<file path="config.mk">
export PLATFORM = sky130hd
export DESIGN_NAME = hilo_muldiv_unit
export DESIGN_NICKNAME = d
export VERILOG_FILES = /design/src/rtl/hilo_muldiv_unit_pkg.sv /design/src/rtl/hilo_muldiv_unit_div_core.sv /design/src/rtl/hilo_muldiv_unit.sv
export SDC_FILE = /design/constraint.sdc
export NUM_CORES = 2
export LEC_CHECK = 0
export ABC_AREA = 1
export CELL_PAD_IN_SITES_DETAIL_PLACEMENT = 0
export CELL_PAD_IN_SITES_GLOBAL_PLACEMENT = 2
export CORE_UTILIZATION = 40
export DETAILED_ROUTE_END_ITERATION = 7
export DONT_BUFFER_PORTS = 1
export PLACE_DENSITY = 0.8
export SLEW_MARGIN = 10
export SYNTH_ARGS = -nofsm -noshare
export SYNTH_HDL_FRONTEND = slang
export SYNTH_SLANG_ARGS = --single-unit
</file>
<file path="constraint.sdc">
create_clock -name clk -period 10.15 [get_ports clk]
set_input_delay 0 -clock clk [delete_from_list [all_inputs] [get_ports clk]]
set_output_delay 0 -clock clk [all_outputs]
set_load 0.02 [all_outputs]
</file>
<file path="src/rtl/hilo_muldiv_unit_pkg.sv">
// Shared definitions for the HI/LO multiply/divide unit.
//  - ALU control codes for the four HI/LO-producing operations (shared with aludec)
//  - FSM state type for the unit controller
//  - Helper predicates and the divide latency formula
package hilo_muldiv_unit_pkg;

  // ALU control codes, kept bit-identical to the decoder's definitions.
  localparam logic [7:0] EXE_AND_OP   = 8'b0010_0100;
  localparam logic [7:0] EXE_MULT_OP  = 8'b0001_1000;
  localparam logic [7:0] EXE_MULTU_OP = 8'b0001_1001;
  localparam logic [7:0] EXE_DIV_OP   = 8'b0001_1010;
  localparam logic [7:0] EXE_DIVU_OP  = 8'b0001_1011;

  typedef enum logic [1:0] {
    StIdle = 2'd0,
    StMul  = 2'd1,
    StDiv  = 2'd2,
    StDone = 2'd3
  } mdu_state_e;

  function automatic logic is_muldiv_op(input logic [7:0] op);
    return (op == EXE_MULT_OP) || (op == EXE_MULTU_OP) ||
           (op == EXE_DIV_OP)  || (op == EXE_DIVU_OP);
  endfunction

  function automatic logic is_mul_op(input logic [7:0] op);
    return (op == EXE_MULT_OP) || (op == EXE_MULTU_OP);
  endfunction

  function automatic logic is_signed_op(input logic [7:0] op);
    return (op == EXE_MULT_OP) || (op == EXE_DIV_OP);
  endfunction

  // Accept edge to done cycle for a divide: one restoring iteration per bit plus a sign-fix.
  function automatic int unsigned div_latency(input int unsigned data_w);
    return data_w + 1;
  endfunction

endpackage

</file>
<file path="src/rtl/hilo_muldiv_unit_div_core.sv">
// Iterative restoring divider on unsigned magnitudes.
//  The first iteration is performed on the start edge straight from the operands, so
//  DATA_W iterations complete DATA_W-1 edges after start and done pulses in the
//  following cycle with quotient/remainder stable.
// Ports:
//  clk, rst   clock, asynchronous active-high reset
//  abort      drop the in-flight division, no done
//  start      begin a division with dividend/divisor
//  dividend   unsigned dividend magnitude
//  divisor    unsigned divisor magnitude (zero gives all-ones quotient, remainder=dividend)
//  done       one-cycle pulse, quotient/remainder valid
//  quotient   result quotient
//  remainder  result remainder
module hilo_muldiv_unit_div_core #(
  parameter int unsigned DATA_W = 32
) (
  input  logic              clk,
  input  logic              rst,
  input  logic              abort,
  input  logic              start,
  input  logic [DATA_W-1:0] dividend,
  input  logic [DATA_W-1:0] divisor,
  output logic              done,
  output logic [DATA_W-1:0] quotient,
  output logic [DATA_W-1:0] remainder
);

  localparam int unsigned CntW = $clog2(DATA_W);

  logic [DATA_W-1:0] rem_q, quot_q, dvsr_q;
  logic [CntW-1:0]   cnt_q;
  logic              run_q, done_q;

  logic [DATA_W-1:0] rem_in, quot_in, dvsr_in;
  logic [DATA_W:0]   shifted, diff;
  logic [DATA_W-1:0] rem_nxt, quot_nxt;

  // One restoring step; on start the step consumes the fresh operands directly.
  always_comb begin
    rem_in   = start ? '0 : rem_q;
    quot_in  = start ? dividend : quot_q;
    dvsr_in  = start ? divisor : dvsr_q;
    shifted  = {rem_in, quot_in[DATA_W-1]};
    diff     = shifted - {1'b0, dvsr_in};
    rem_nxt  = shifted[DATA_W-1:0];
    quot_nxt = {quot_in[DATA_W-2:0], 1'b0};
    if (!diff[DATA_W]) begin
      rem_nxt  = diff[DATA_W-1:0];
      quot_nxt = {quot_in[DATA_W-2:0], 1'b1};
    end
  end

  always_ff @(posedge clk or posedge rst) begin
    if (rst) begin
      rem_q  <= '0;
      quot_q <= '0;
      dvsr_q <= '0;
      cnt_q  <= '0;
      run_q  <= 1'b0;
      done_q <= 1'b0;
    end else begin
      done_q <= 1'b0;
      if (abort) begin
        run_q <= 1'b0;
      end else if (start) begin
        rem_q  <= rem_nxt;
        quot_q <= quot_nxt;
        dvsr_q <= divisor;
        cnt_q  <= CntW'(DATA_W - 1);
        run_q  <= 1'b1;
      end else if (run_q) begin
        rem_q  <= rem_nxt;
        quot_q <= quot_nxt;
        cnt_q  <= cnt_q - CntW'(1);
        if (cnt_q == CntW'(1)) begin
          run_q  <= 1'b0;
          done_q <= 1'b1;
        end
      end
    end
  end

  assign done      = done_q;
  assign quotient  = quot_q;
  assign remainder = rem_q;

endmodule

</file>
<file path="src/rtl/hilo_muldiv_unit.sv">
// Multi-cycle multiply/divide unit for the EX stage producing the {HI,LO} pair for
// MULT/MULTU/DIV/DIVU. Stalls the pipeline while busy and pulses done with the result.
// Ports:
//  clk, rst   clock, asynchronous active-high reset
//  flush_i    abort the in-flight op; beats a simultaneous start or completion
//  start_i    request from EX; accepted in IDLE or DONE for a supported op_i
//  op_i       ALU control code
//  a_i, b_i   rs / rt operands
//  stall_o    accepting or MUL/DIV in flight
//  busy_o     MUL/DIV in flight
//  done_o     one-cycle pulse, hi_o/lo_o valid
//  hi_o, lo_o MUL: upper/lower product; DIV: remainder/quotient
module hilo_muldiv_unit
  import hilo_muldiv_unit_pkg::*;
#(
  parameter int unsigned DATA_W     = 32,
  parameter int unsigned MUL_STAGES = 2
) (
  input  logic              clk,
  input  logic              rst,
  input  logic              flush_i,
  input  logic              start_i,
  input  logic [7:0]        op_i,
  input  logic [DATA_W-1:0] a_i,
  input  logic [DATA_W-1:0] b_i,
  output logic              stall_o,
  output logic              busy_o,
  output logic              done_o,
  output logic [DATA_W-1:0] hi_o,
  output logic [DATA_W-1:0] lo_o
);

  localparam int unsigned MulCntW = (MUL_STAGES > 1) ? $clog2(MUL_STAGES) : 1;
  localparam int unsigned MulLast = (MUL_STAGES > 1) ? MUL_STAGES - 2 : 0;

  mdu_state_e state_q, state_d;
  logic [DATA_W-1:0] hi_q, hi_d, lo_q, lo_d;
  logic [MulCntW-1:0] mul_cnt_q;

  logic busy, accept, op_signed, op_mul;

  assign op_mul    = is_mul_op(op_i);
  assign op_signed = is_signed_op(op_i);
  assign busy      = (state_q == StMul) || (state_q == StDiv);
  assign accept    = start_i && is_muldiv_op(op_i) && !busy && !flush_i;

  // ---------------------------------------------------------------- multiply path
  logic [2*DATA_W-1:0] a_ext, b_ext, mul_prod, mul_res;

  always_comb begin
    a_ext    = {{DATA_W{op_signed & a_i[DATA_W-1]}}, a_i};
    b_ext    = {{DATA_W{op_signed & b_i[DATA_W-1]}}, b_i};
    mul_prod = a_ext * b_ext;
  end

  if (MUL_STAGES == 1) begin : g_mul_comb
    assign mul_res = mul_prod;
  end else begin : g_mul_pipe
    logic [2*DATA_W-1:0] pipe_q [MUL_STAGES-1];
    // Stage 0 is the product register; the rest is a plain delay line for retiming.
    always_ff @(posedge clk or posedge rst) begin
      if (rst) begin
        for (int unsigned i = 0; i < MUL_STAGES - 1; i++) pipe_q[i] <= '0;
      end else begin
        if (accept && op_mul) pipe_q[0] <= mul_prod;
        for (int unsigned i = 1; i < MUL_STAGES - 1; i++) pipe_q[i] <= pipe_q[i-1];
      end
    end
    assign mul_res = pipe_q[MUL_STAGES-2];
  end

  always_ff @(posedge clk or posedge rst) begin
    if (rst) begin
      mul_cnt_q <= '0;
    end else if (accept) begin
      mul_cnt_q <= '0;
    end else if (state_q == StMul) begin
      mul_cnt_q <= mul_cnt_q + MulCntW'(1);
    end
  end

  // ---------------------------------------------------------------- divide path
  logic              a_neg, b_neg;
  logic [DATA_W-1:0] a_mag, b_mag;
  logic              q_neg_q, r_neg_q, div0_q;
  logic [DATA_W-1:0] dividend_q;
  logic              div_done;
  logic [DATA_W-1:0] div_quot, div_rem, q_fix, r_fix;

  always_comb begin
    a_neg = op_signed & a_i[DATA_W-1];
    b_neg = op_signed & b_i[DATA_W-1];
    a_mag = a_neg ? -a_i : a_i;
    b_mag = b_neg ? -b_i : b_i;
  end

  always_ff @(posedge clk or posedge rst) begin
    if (rst) begin
      q_neg_q    <= 1'b0;
      r_neg_q    <= 1'b0;
      div0_q     <= 1'b0;
      dividend_q <= '0;
    end else if (accept && !op_mul) begin
      q_neg_q    <= a_neg ^ b_neg;
      r_neg_q    <= a_neg;
      div0_q     <= (b_i == '0);
      dividend_q <= a_i;
    end
  end

  hilo_muldiv_unit_div_core #(
    .DATA_W (DATA_W)
  ) u_div_core (
    .clk       (clk),
    .rst       (rst),
    .abort     (flush_i),
    .start     (accept && !op_mul),
    .dividend  (a_mag),
    .divisor   (b_mag),
    .done      (div_done),
    .quotient  (div_quot),
    .remainder (div_rem)
  );

  // Sign-fix; divide-by-zero bypasses it so signed and unsigned report the raw dividend.
  // MIN / -1 falls out naturally: magnitude quotient 2^(W-1) with positive sign wraps to MIN.
  always_comb begin
    q_fix = q_neg_q ? -div_quot : div_quot;
    r_fix = r_neg_q ? -div_rem : div_rem;
    if (div0_q) begin
      q_fix = '1;
      r_fix = dividend_q;
    end
  end

  // ---------------------------------------------------------------- control FSM
  always_comb begin
    state_d = state_q;
    hi_d    = hi_q;
    lo_d    = lo_q;
    unique case (state_q)
      StIdle, StDone: begin
        if (accept) begin
          if (!op_mul) begin
            state_d = StDiv;
          end else if (MUL_STAGES == 1) begin
            state_d = StDone;
            {hi_d, lo_d} = mul_res;
          end else begin
            state_d = StMul;
          end
        end else if (state_q == StDone) begin
          state_d = StIdle;
        end
      end
      StMul: begin
        if (mul_cnt_q == MulCntW'(MulLast)) begin
          state_d = StDone;
          {hi_d, lo_d} = mul_res;
        end
      end
      StDiv: begin
        if (div_done) begin
          state_d = StDone;
          hi_d    = r_fix;
          lo_d    = q_fix;
        end
      end
    endcase
    if (flush_i) begin
      state_d = StIdle;
      hi_d    = hi_q;
      lo_d    = lo_q;
    end
  end

  always_ff @(posedge clk or posedge rst) begin
    if (rst) begin
      state_q <= StIdle;
      hi_q    <= '0;
      lo_q    <= '0;
    end else begin
      state_q <= state_d;
      hi_q    <= hi_d;
      lo_q    <= lo_d;
    end
  end

  assign busy_o  = busy;
  assign stall_o = accept || busy;
  assign done_o  = (state_q == StDone);
  assign hi_o    = hi_q;
  assign lo_o    = lo_q;

endmodule

</file>
==> impl_metrics.yaml <==
clock_tree:
  clockBufferDepth: 3
  htree_levels: 1
  clock_latency_ps: 650
  cts_tree: "built"
  cts_resized: 0
  numCtsBuffers: 31
  cts.sinks: 269
  worst_setup_hold_path_clk_slew_ps: 70
  cts-root-buf: "clkbuf_16"
final_layout:
  drive_above_1_share_pct: 1.820
  final_common_cell: "nand2_1"
  fin_nets: 8737
  area_growth_syn_to_layout_pct: 5.848
  mostFrequentLayoutCells: "nand2_1 (1937), inv_1 (1852), fa_1 (1126)"
drt:
  avgViaCountPerCell: 5.202
  drt_iter0_drc: 4450
  wirelength_um: 222400
  wl_per_cell_um: 24.20
  drtPass1Iterations: 6
  vias: 47800
  post-route-drc-count: 0
  drtAntennaViolNets: 0
worst_setup_path:
  critical_path_arrival_ps: 8620
  crit_slowest_cell: "fa_1"
  start_kind: "input pin"
  crit_required_ps: 10680
  worstSetupPathType: "input pin to flop"
  setup.worst_path.end_class: "flop"
  ff2ff_setup_slack_ps: 2800
  cp_top_family: "adder cells"
  crit_fanout: 21
  cp_slowest_stage_delay_ps: 950
  worst-path-buf-inv: 9
sta:
  min_period_ps: 8089
  finalHoldViolations: 1
  setup_viol: 0
  setup_tns_ps: 0
  max_slew_margin_pct: 18.11
  fmax_ghz: 0.1236
  fin_crit_sh_pct: 79.70
  holdWs_ps: -4.080
  rsz0062_at_grt: "no"
  slew_viol_final: 0
  tightest_slew_ps: 1225
  clock_skew_ps: 23.91
synth:
  synth_edf_count: 0
  synthArstFlopShare_pct: 100.0
  yosys.area.top_type: "fa_1"
  ys_warn_count: 0
  synthesis.area_mm2: 0.05682
  synth.top_cell.area_share_pct: 39.67
  avgSynthCellArea_um2: 7.590
  syn-num-nets: 8942
  ys_seq_area_share_pct: 11.85
  ys_ff_latch: 269
  netlist_instances: 7487
  synth_cell_type_count: 50
  synth_area_leaders: "fa_1 (40%), nand2_1 (13%), inv_1 (12%)"
  synth-main-ff-cell: "dfrtp_1"
global_routing:
  grt_pass1_wl_um: 333900
  grt_pass1_vias: 49580
  grt-ovfl-total: 0
  grt_antenna_before_repair: 19
  grt_start_max_net_pins: 84
  grt_use_total_pct: 31.73
floorplan:
  design.die.area_mm2: 0.1436
  die_h_um: 378.9
  core-area_mm2: 0.1402
  die_w_um: 378.9
  num_rows: 137
  io_pins: 143
  start_util_pct: 40.53
min_path:
  hold_path.class: "input pin to flop"
status:
  status: "finished with violations"
  violations: "negative hold slack"
placement:
  gp_congestion: 0.9412
  portBuffers: 0
  dp_hpwl_um: 165000
job:
  cap_violations: 0
[final timing paths]
kind	start	endpoint	cells past startpoint
min in group asynchronous	rst	lo_o[16]	3
worst max-delay path	op_i[2]	g_mul_pipe.pipe_q[54]	30
max in group asynchronous	rst	u_div_core.remainder[7]	3
worst min-delay path	b_i[25]	u_div_core.dvsr_q[26]	4
worst min register to register	g_mul_pipe.pipe_q[5]	g_mul_pipe.pipe_q[5]	2
worst max register to register	state_q[0]	u_div_core.remainder[31]	28
[routing by layer]
metal | GRT usage, % | up-vias | part of all wire (%)
met4 | 7.167 | 2 | 2.9
met2 | 49.27 | 1748 | 44
li1 | - | 21450 | -
met5 | 0 | - | 0.0058
met1 | 46.09 | 24350 | 45
met3 | 5.301 | 245 | 8.0
[synthesized netlist by cell type (13+ instances only)]
| library cell | count |
|---|---|
| nand2_1 | 1937 |
| inv_1 | 1853 |
| fa_1 | 1126 |
| nor2_1 | 473 |
| o21ai_0 | 279 |
| nand3_1 | 276 |
| dfrtp_1 | 269 |
| clkbuf_1 | 256 |
| a21oi_1 | 253 |
| ha_1 | 253 |
| xor2_1 | 70 |
| buf_1 | 66 |
| nand4_1 | 56 |
| buf_2 | 41 |
| nor3_1 | 36 |
| xnor2_1 | 34 |
| a31oi_1 | 24 |
| nand3b_1 | 17 |
| o21ai_1 | 15 |
| o211ai_1 | 14 |
| inv_2 | 13 |
| o21bai_1 | 13 |
[state kept, by name (all words and copies together) (netlist names), 2 cells and up]
register / count
dividend_q: 32
g_mul_pipe.pipe_q: 64
hi_o: 32
lo_o: 32
state_q: 2
u_div_core.cnt_q: 5
u_div_core.dvsr_q: 32
u_div_core.quotient: 32
u_div_core.remainder: 32
[worst min-delay path, delay by kind of cell]
kind | cells | cell delay (ps)
AOI/OAI and AO/OA | 2 | 290
and+or+nand+nor | 1 | 60
xor gates and xnor gates | 1 | 190
[what timing repair did]
| action | 4_1_cts | 5_1_grt |
|---|---|---|
| endpoints found under the hold margin | 224 | 0 |
| hold buffers | 108 | 0 |
| endpoints found under the setup margin | 0 | 0 |
| setup buffers | 0 | 0 |
[stage by stage]
step,hold slack (ps),std cells,cell area [um^2],worst slack (ps),util [%]
after global routing,49.82,9185,60140,1590,42.89
after floorplan,72.41,7487,56820,2740,-
after CTS,11.75,9182,60130,2084,42.88
after global placement,-9.249,9017,57910,1492,41.30
after detailed placement,-9.075,9017,57910,1407,41.30
final,-4.080,9189,60150,2061,42.90
[area by class of cell]
cell class | count | area [um^2]
fill | 14650 | 80070
multi-input combinational | 4981 | 41630
inverter | 1866 | 7014
sequential | 269 | 6731
tap | 1876 | 2347
timing repair buffer | 133 | 1286
clock buffer | 39 | 865.8
clock inverter | 18 | 255.2
antenna | 7 | 17.52
[cells by family after synthesis]
logic type,Yosys count,share of synthesized area (%)
buffers and inverters,2237,14.94
adder cells (fa/ha/maj),1379,45.24
AO/OA/AOI/OAI,654,6.209
AND/OR/NAND/NOR,2844,20.17
XOR/XNOR,104,1.603
flip-flops,269,11.85
Power is left out: the tool's default activity adds up to more than one toggle a clock period on the data nets, which glitch-free logic cannot reach.
